## src/rtl/matrix_pkg.sv

```systemverilog
// matrix_pkg: shared geometry, pixel/row types and frame-store states.
// Used by the frame store and the matrix scanner.
package matrix_pkg;

  localparam int MATRIX_W   = 16;
  localparam int MATRIX_H   = 16;
  localparam int MATRIX_BPP = 2;

  typedef logic [MATRIX_BPP-1:0]          pix_t;
  typedef logic [MATRIX_W*MATRIX_BPP-1:0] row_t;
  typedef logic [$clog2(MATRIX_W)-1:0]    col_t;
  typedef logic [$clog2(MATRIX_H)-1:0]    lin_t;

  typedef enum logic [1:0] {
    FS_IDLE,
    FS_CLEAR,
    FS_PENDING
  } fs_state_t;

endpackage

```

## src/rtl/fb_bank.sv

```systemverilog
// fb_bank: one 16-row pixel bank with per-pixel write,
// single-row clear and combinational row read.
module fb_bank
  import matrix_pkg::*;
(
  input  logic clk,
  input  logic rst_n,
  input  logic we,
  input  col_t wx,
  input  lin_t wy,
  input  pix_t wpix,
  input  logic clr,
  input  lin_t clr_row,
  input  lin_t rd_row,
  output row_t rd_data
);

  row_t mem [MATRIX_H];

  always_ff @(posedge clk or negedge rst_n) begin
    if (!rst_n) begin
      for (int i = 0; i < MATRIX_H; i++) begin
        mem[i] <= '0;
      end
    end else begin
      if (clr) begin
        mem[clr_row] <= '0;
      end
      if (we) begin
        mem[wy][{wx, 1'b0} +: MATRIX_BPP] <= wpix;
      end
    end
  end

  assign rd_data = mem[rd_row];

endmodule

```

## src/rtl/matrix_frame_store.sv

```systemverilog
// matrix_frame_store: double-buffered 16x16x2b pixel store.
// Back bank is drawn into; swap waits for the scanner's frame_start.
module matrix_frame_store
  import matrix_pkg::*;
#(
  parameter int W   = MATRIX_W,
  parameter int H   = MATRIX_H,
  parameter int BPP = MATRIX_BPP
) (
  input  logic                 clk,
  input  logic                 rst_n,
  input  logic                 wr_valid,
  output logic                 wr_ready,
  input  logic [$clog2(W)-1:0] wr_x,
  input  logic [$clog2(H)-1:0] wr_y,
  input  logic [BPP-1:0]       wr_pix,
  input  logic                 clr_req,
  input  logic                 swap_req,
  output logic                 swap_pending,
  input  logic                 frame_start,
  output logic                 front_sel,
  input  logic [$clog2(H)-1:0] rd_row,
  output logic [W*BPP-1:0]     rd_data
);

  fs_state_t state, state_nxt;
  lin_t      clr_cnt, clr_cnt_nxt;
  logic      front_nxt;
  logic      wr_fire;
  logic      clearing;
  row_t      rd0, rd1;

  always_ff @(posedge clk or negedge rst_n) begin
    if (!rst_n) begin
      state     <= FS_IDLE;
      clr_cnt   <= '0;
      front_sel <= 1'b0;
    end else begin
      state     <= state_nxt;
      clr_cnt   <= clr_cnt_nxt;
      front_sel <= front_nxt;
    end
  end

  // frame_start is only looked at in PENDING, so a swap
  // requested on a frame_start cycle waits for the next one
  always_comb begin
    state_nxt   = state;
    clr_cnt_nxt = clr_cnt;
    front_nxt   = front_sel;
    unique case (state)
      FS_IDLE: begin
        if (swap_req) begin
          state_nxt = FS_PENDING;
        end else if (clr_req) begin
          state_nxt = FS_CLEAR;
        end
      end
      FS_CLEAR: begin
        clr_cnt_nxt = clr_cnt + 1'b1;
        if (clr_cnt == lin_t'(H - 1)) begin
          state_nxt = FS_IDLE;
        end
      end
      FS_PENDING: begin
        if (frame_start) begin
          state_nxt = FS_IDLE;
          front_nxt = ~front_sel;
        end
      end
      default: state_nxt = FS_IDLE;
    endcase
  end

  assign wr_ready     = (state == FS_IDLE);
  assign swap_pending = (state == FS_PENDING);
  assign clearing     = (state == FS_CLEAR);
  assign wr_fire      = wr_valid && wr_ready;

  fb_bank u_bank0 (
    .clk     (clk),
    .rst_n   (rst_n),
    .we      (wr_fire && front_sel),
    .wx      (wr_x),
    .wy      (wr_y),
    .wpix    (wr_pix),
    .clr     (clearing && front_sel),
    .clr_row (clr_cnt),
    .rd_row  (rd_row),
    .rd_data (rd0)
  );

  fb_bank u_bank1 (
    .clk     (clk),
    .rst_n   (rst_n),
    .we      (wr_fire && !front_sel),
    .wx      (wr_x),
    .wy      (wr_y),
    .wpix    (wr_pix),
    .clr     (clearing && !front_sel),
    .clr_row (clr_cnt),
    .rd_row  (rd_row),
    .rd_data (rd1)
  );

  always_ff @(posedge clk or negedge rst_n) begin
    if (!rst_n) begin
      rd_data <= '0;
    end else begin
      rd_data <= front_sel ? rd1 : rd0;
    end
  end

endmodule

```

## config.mk

```make
export PLATFORM = sky130hd
export DESIGN_NAME = matrix_frame_store
export DESIGN_NICKNAME = d
export VERILOG_FILES = /design/src/rtl/matrix_pkg.sv /design/src/rtl/fb_bank.sv /design/src/rtl/matrix_frame_store.sv
export SDC_FILE = /design/constraint.sdc
export NUM_CORES = 2
export LEC_CHECK = 0
export CORE_ASPECT_RATIO = 1.5
export CORE_MARGIN = 2
export CORE_UTILIZATION = 53
export DETAILED_ROUTE_END_ITERATION = 6
export PLACE_DENSITY_LB_ADDON = 0.1
export RECOVER_POWER = 25
export REMOVE_ABC_BUFFERS = 1
export SLEW_MARGIN = 15
export SYNTH_ARGS = -nofsm -noshare
export SYNTH_HDL_FRONTEND = slang
export SYNTH_SLANG_ARGS = --single-unit
```

## constraint.sdc

```tcl
create_clock -name clk -period 2.08 [get_ports clk]
set_clock_uncertainty 0.05 [all_clocks]
set_input_delay 0.52 -clock clk [delete_from_list [all_inputs] [get_ports clk]]
set_output_delay 0.52 -clock clk [all_outputs]
set_load 0.01 [all_outputs]
```

# ---- Word-level counts from Yosys, hierarchy flattened
# Index checks and enable logic that the tools add are counted.
dict set report word_totals {
  reg_bits 1063
  elab_cells 91
}
dict set report op_classes {
  muxes 22
  add_sub_neg 2
  n_reduce_logical 11
  n_bitwise 7
  shift 2
  n_eq_ne 6
  order_cmp 5
}
# op n
set op_table {}
lappend op_table {{512-bit 2-to-1 mux} 4}
lappend op_table {{512-bit bitwise AND} 2}
lappend op_table {{512-bit bitwise mux} 2}
lappend op_table {{512-bit NOT} 1}
lappend op_table {{32-bit binary-select mux with 4-bit select} 2}
lappend op_table {{32-bit demux with 4-bit select} 2}
lappend op_table {{32-bit 2-to-1 mux} 7}
lappend op_table {{2-bit by 7-bit variable shift with 32-bit output (first input constant)} 1}
lappend op_table {{2-bit by 7-bit indexed part select with 32-bit output} 1}
lappend op_table {{5-bit >= comparator (second input constant)} 3}
lappend op_table {{4-bit NOT with 5-bit output} 3}
lappend op_table {{5-bit by 1-bit less-than comparator with 1-bit output (second input constant)} 2}
lappend op_table {{2-bit 2-to-1 mux} 4}
lappend op_table {{1-bit logical AND} 7}
lappend op_table {{5-bit negation with 7-bit output} 1}
lappend op_table {{2-bit one-hot mux with 3 select lines} 1}
lappend op_table {{4-bit by 1-bit adder with 4-bit output (second input constant)} 1}
lappend op_table {{4-bit equality test (second input constant)} 1}
lappend op_table {{2-bit by 1-bit inequality test with 1-bit output (second input constant)} 2}
lappend op_table {{3-bit by 1-bit inequality test with 1-bit output (second input constant)} 1}
lappend op_table {{3-bit AND reduction} 1}
lappend op_table {{2-bit by 1-bit equality test with 1-bit output (second input constant)} 1}
lappend op_table {{2-bit equality test (second input constant)} 1}
lappend op_table {{2-bit zero test} 1}
lappend op_table {{3 further kinds} 3}

# ---- Depth between registers and ports, before layout
dict set report depth {
  word_depth 10
  depth_mapped 11
  depth_no_buf 7
}

# ---- By module
# From an unflattened synthesis, not the netlist that was laid out.
dict set report unflattened {
  cells_unflattened 5199
  area_unflattened_um2 56116.3
}
# mod area_per_inst_um2 seq_area_each_um2 cells_per_inst n_inst
set by_module_without_submodules {}
lappend by_module_without_submodules {{fb_bank (u_bank0)} 28297.1 12812.3 2615 1}
lappend by_module_without_submodules {{fb_bank (u_bank1)} 26188.9 12812.3 2486 1}
lappend by_module_without_submodules {matrix_frame_store 1630.3 975.9 98 1}

# ---- Least setup slack after synthesis
# Ideal clock, no wire load.
dict set report synth_timing {
  kind {input to register}
  startpoint {input port wr_x[1]}
  endpoint {register u_bank0.mem[176] in the netlist's numbering}
  slack_ns -0.703
  path_stages 10
  arrival_ns 2.596
  path_cell_list {clkbuf_1 inv_1 ha_1 clkbuf_1 nand2b_1 o22a_2 nor3_1 buf_4 nand2_1 mux2i_1}
}
dict set report synth_via {
  elab_chain_cells 6
  elab_cells_between_ends 7
  classes_between {add/sub (1); shift (2); mux (4)}
}
# item line_no
set synth_lines {}
lappend synth_lines {{start: declaration} matrix_frame_store.sv:14} ;# input logic [$clog2(W)-1:0] wr_x,
lappend synth_lines {{5-bit negation with 7-bit output *} fb_bank.sv:30} ;# mem[wy][{wx, 1'b0} +: MATRIX_BPP] <= wpix;
lappend synth_lines {{2-bit by 7-bit variable shift with 32-bit output} fb_bank.sv:30}
lappend synth_lines {{32-bit 2-to-1 mux (implied by the code)} fb_bank.sv:30}
lappend synth_lines {{32-bit demux with 4-bit select} fb_bank.sv:30}
lappend synth_lines {{512-bit bitwise mux *} fb_bank.sv:30}
lappend synth_lines {{512-bit 2-to-1 mux *} fb_bank.sv:29} ;# if (we) begin
lappend synth_lines {{end signal: indexed assignment} fb_bank.sv:30}
lappend synth_lines {{end: declaration} fb_bank.sv:18} ;# row_t mem [MATRIX_H];
# Every way passes the cells marked *; elsewhere a longest branch is shown, timed or not.
# A chain may end at the register's enable or synchronous reset.

# ---- Worst setup path after layout
dict set report layout_timing {
  startpoint {register state[1]}
  endpoint {register u_bank1.mem[494] in the netlist's numbering}
}
dict set report layout_via {
  elab_chain_cells 5
  elab_cells_between_ends 8
  classes_between {eq/ne (1); mux (3); reduce/logical (4)}
}
# item line_no
set layout_lines {}
lappend layout_lines {{start: declaration} matrix_frame_store.sv:26} ;# fs_state_t state, state_nxt;
lappend layout_lines {{start signal: assignment} matrix_frame_store.sv:39} ;# state <= state_nxt;
lappend layout_lines {{2-bit by 1-bit equality test with 1-bit output} matrix_frame_store.sv:77} ;# assign clearing = (state == FS_CLEAR);
lappend layout_lines {{1-bit logical AND} matrix_frame_store.sv:100} ;# .clr (clearing && !front_sel),
lappend layout_lines {{512-bit 2-to-1 mux} fb_bank.sv:26} ;# if (clr) begin
lappend layout_lines {{512-bit bitwise mux} fb_bank.sv:30}
lappend layout_lines {{512-bit 2-to-1 mux *} fb_bank.sv:29}
lappend layout_lines {{end signal: indexed assignment} fb_bank.sv:30}
lappend layout_lines {{end: declaration} fb_bank.sv:18}
# Marked as above.

==> results.sh <==
export IMPL_status="complete, but fails checks"
export IMPL_violations="negative setup slack"
export IMPL_mostFrequentLayoutCells="nand2_1, mux2i_1, dfrtp_1"
export IMPL_tightest_slew_ns=1.48
export IMPL_power_density_mw_per_mm2=1020
export IMPL_cts_sink_count=1063
export IMPL_synth_seq_area_share=0.494
export IMPL_p_int_uw=46200
export IMPL_synth_compound_area_share=0.0684
export IMPL_ant_nets=0
export IMPL_final_seq_area_mm2=0.0266
export IMPL_post_drt_via_cell_ratio=6.16
export IMPL_p_sw_uw=21100
export IMPL_ys_types=55
export IMPL_p_leak_uw=0.0352
export IMPL_antenna_found_initial=2
export IMPL_grt_overflow_total=0
export IMPL_synth_seq_cells=1063
export IMPL_yosys_warnings=0
export IMPL_htree_levels=3
export IMPL_timing_critical_path_mode_cell="buf_6"
export IMPL_tritoncts="done"
export IMPL_cp_start_kind="register"
export IMPL_coreArea_mm2=0.101
export IMPL_grt_start_max_net_pins=103
export IMPL_vias=44200
export IMPL_areaGrowthSynthToFinish_pct=23.2
export IMPL_die_x_um=264
export IMPL_synth_edf_count=0
export IMPL_chipHeight_um=394
export IMPL_peakVddDrop_mv=0.699
export IMPL_synthMuxAreaShare=0.243
export IMPL_synthXorXnorAreaFrac=0.000814
export IMPL_drt_iter0_markers=4287
export IMPL_tns_ns=-62.99
export IMPL_layout_drive_gt1_share=0.171
export IMPL_cts_buffer_depth=3
export IMPL_p_comb_frac=0.253
export IMPL_syn_area_mm2=0.0538
export IMPL_multi_input_area_mm2=0.0265
export IMPL_end_kind="register"
export IMPL_post_route_util=0.657
export IMPL_nets=5810
export IMPL_post_drt_wl_per_cell_um=26.6
export IMPL_finalMaxSlewViolations=0
export IMPL_worstPathCellList="buf_4, buf_6, buf_6, nor2b_4, nor2b_4, buf_6, clkbuf_16, nand3_4, clkbuf_16, nand3_1, o21ai_0"
export IMPL_cp_slowest_stage_delay_ns=0.40
export IMPL_hp_class="primary input to register"
export IMPL_period_needed_ns=2.31
export IMPL_period_share=1.11
export IMPL_synthAdderAreaFrac=0.00163
export IMPL_relSlewSlack=0.0166
export IMPL_rsz0062_at_grt="yes"
export IMPL_drc=0
export IMPL_clock_latency_ns=0.71
export IMPL_synthCells=5483
export IMPL_dp_hpwl_mm=127
export IMPL_cts_reportedPaths_clkPinSlew_ns=0.07
export IMPL_clockPowerShare=0.308
export IMPL_dr_pass1_iters=5
export IMPL_finalHoldViolCount=0
export IMPL_fmax_mhz=433
export IMPL_grt_pass1_vias=45700
export IMPL_slowest_stage="dfrtp_1"
export IMPL_wirelength_mm=191
export IMPL_finalSetupViolations=969
export IMPL_std_cell_rows=143
export IMPL_critPathRequiredTime_ns=2.62
export IMPL_cp_arrival_ns=2.85
export IMPL_place_congestion=0.931
export IMPL_power_frac_seq=0.439
export IMPL_async_flop_share=1.00
export IMPL_p_sw_frac=0.314
export IMPL_yosys_area_share_simple=0.157
export IMPL_pre_cts_ws_ns=-1.13
export IMPL_timing_final_ws_setup_ns=-0.228
export IMPL_initial_core_util=0.533
export IMPL_grt_first_pass_wirelength_mm=283
export IMPL_syn_area_per_cell_um2=9.81
export IMPL_clock_root_buffer="clkbuf_16"
export IMPL_nFillCells=7985
export IMPL_io_pins=55
export IMPL_grt_use_total=0.360
export IMPL_critPathKind="register to register"
export IMPL_synth_ff_type="dfrtp_1"
export IMPL_holdWs_ns=0.394
export IMPL_final_common_cell="nand2_1"
export IMPL_port_buffer_count=54
export IMPL_die_area_mm2=0.104
export IMPL_cp_max_fo=16
export IMPL_cap_viol_max_count=0
export IMPL_synth_top_family_by_area="multiplexers"
export IMPL_cts_inserted_buffers=103
## cell families (layout without fill, tap and decap cells)
| group | count (synthesis) | count (layout) |
|---|---|---|
| flip-flops | 1063 | 1063 |
| AND/OR/NAND/NOR | 2037 | 2037 |
| AO/OA/AOI/OAI | 592 | 592 |
| multiplexers | 1306 | 1306 |
| adder cells (fa/ha/maj) | 7 | 7 |
| buffers and inverters | 473 | 859 |
| XOR/XNOR | 5 | 5 |
| other | 0 | 2 |
## flip-flops by register name, summed over array words and instances (netlist names)
signal and flops:
u_bank0.mem 512, clr_cnt 4, front_sel 1, u_bank1.mem 512, rd_data 32, state 2
## routing by layer
metal,share of wire,GRT usage,up-vias,routed length [um]
li1,-,-,19500,-
met1,0.39,0.449,22400,73700
met5,0.000068,0,-,13
met4,0.062,0.195,2,11800
met3,0.067,0.0530,526,12700
met2,0.49,0.602,1758,92900
## final timing paths
path / slack [ns] / startpoint / depth (start not counted) / to
min in group asynchronous: 0.74 / rst_n / 2 / u_bank0.mem[492]
max in group asynchronous: -0.08 / rst_n / 4 / u_bank1.mem[55]
hold reg to reg: 0.46 / u_bank1.mem[263] / 2 / u_bank1.mem[263]
hold / removal: 0.39 / wr_pix[1] / 4 / u_bank1.mem[185]
setup / recovery: -0.23 / state[1] / 11 / u_bank1.mem[494]
setup reg to reg: -0.23 / state[1] / 11 / u_bank1.mem[494]
## per-stage QoR
step           total power [uW]  instances  instance area (um2)
2_1_floorplan             37800       5018                52000
3_3_place_gp              45100       6947                61000
3_5_place_dp              45800       6947                61000
4_1_cts                   66800       7156                65500
5_1_grt                   70500       7174                66300
6_report                  67300       7176                66300
## area by class of cell
class                           count  area share
Sequential cell                  1063       0.401
Clock buffer                      152      0.0470
Clock inverter                     39     0.00904
Timing Repair Buffer              660       0.118
Antenna cell                        2   0.0000755
Multi-Input combinational cell   3947       0.399
Inverter                            8    0.000604
Tap cell                         1305      0.0246
## cell usage after synthesis, drive strengths merged (2+ instances only)
library cell  instances  share of area
nand2              1445           0.10
mux2i              1306           0.24
dfrtp              1063           0.49
clkbuf              361          0.025
nand3               318          0.030
o21ai               228          0.021
nor2                156          0.013
buf                 104         0.0093
a21oi                97         0.0090
a22oi                97          0.014
a22o                 64          0.010
nor3                 61         0.0062
o211ai               56         0.0078
a31oi                33         0.0038
nor2b                12         0.0014
nand2b               10         0.0012
inv                   8        0.00056
and3                  7        0.00081
ha                    7         0.0016
and2                  6        0.00070
o31ai                 6        0.00084
xnor2                 4        0.00065
or3                   3        0.00035
a211oi                2        0.00028
a31o                  2        0.00033
nand3b                2        0.00028
nand4                 2        0.00023
nand4b                2        0.00033
nand4bb               2        0.00042
nor4                  2        0.00051
o2111ai               2        0.00033
or2                   2        0.00023
or4                   2        0.00035
## power groups by stage
stage	logic, uW	registers, uW	clock network [uW]
floorplan	8760	29100	0
global placement	15500	29600	0
detailed placement	16000	29800	0
CTS	16500	29400	20900
global route	18700	30000	21800
finish	17000	29500	20800
## critical path: cells and delay by family, from the launching register on
kind / cells / cell delay, ns
DFF: 1 / 0.40
and+or+nand+nor: 4 / 0.69
buffers and inverters: 6 / 0.97
AOI/OAI and AO/OA: 1 / 0.08
## what timing repair did
action                                  in CTS  in global routing
setup buffers                               11                 10
gates cloned                                 7                 11
endpoints found under the hold margin      128                  0
hold buffers                                 1                  0
gates resized for setup                    176                129
pin swaps                                   14                 50
endpoints found under the setup margin    1051                774
No activity file was read; power rests on OpenSTA's default activity.
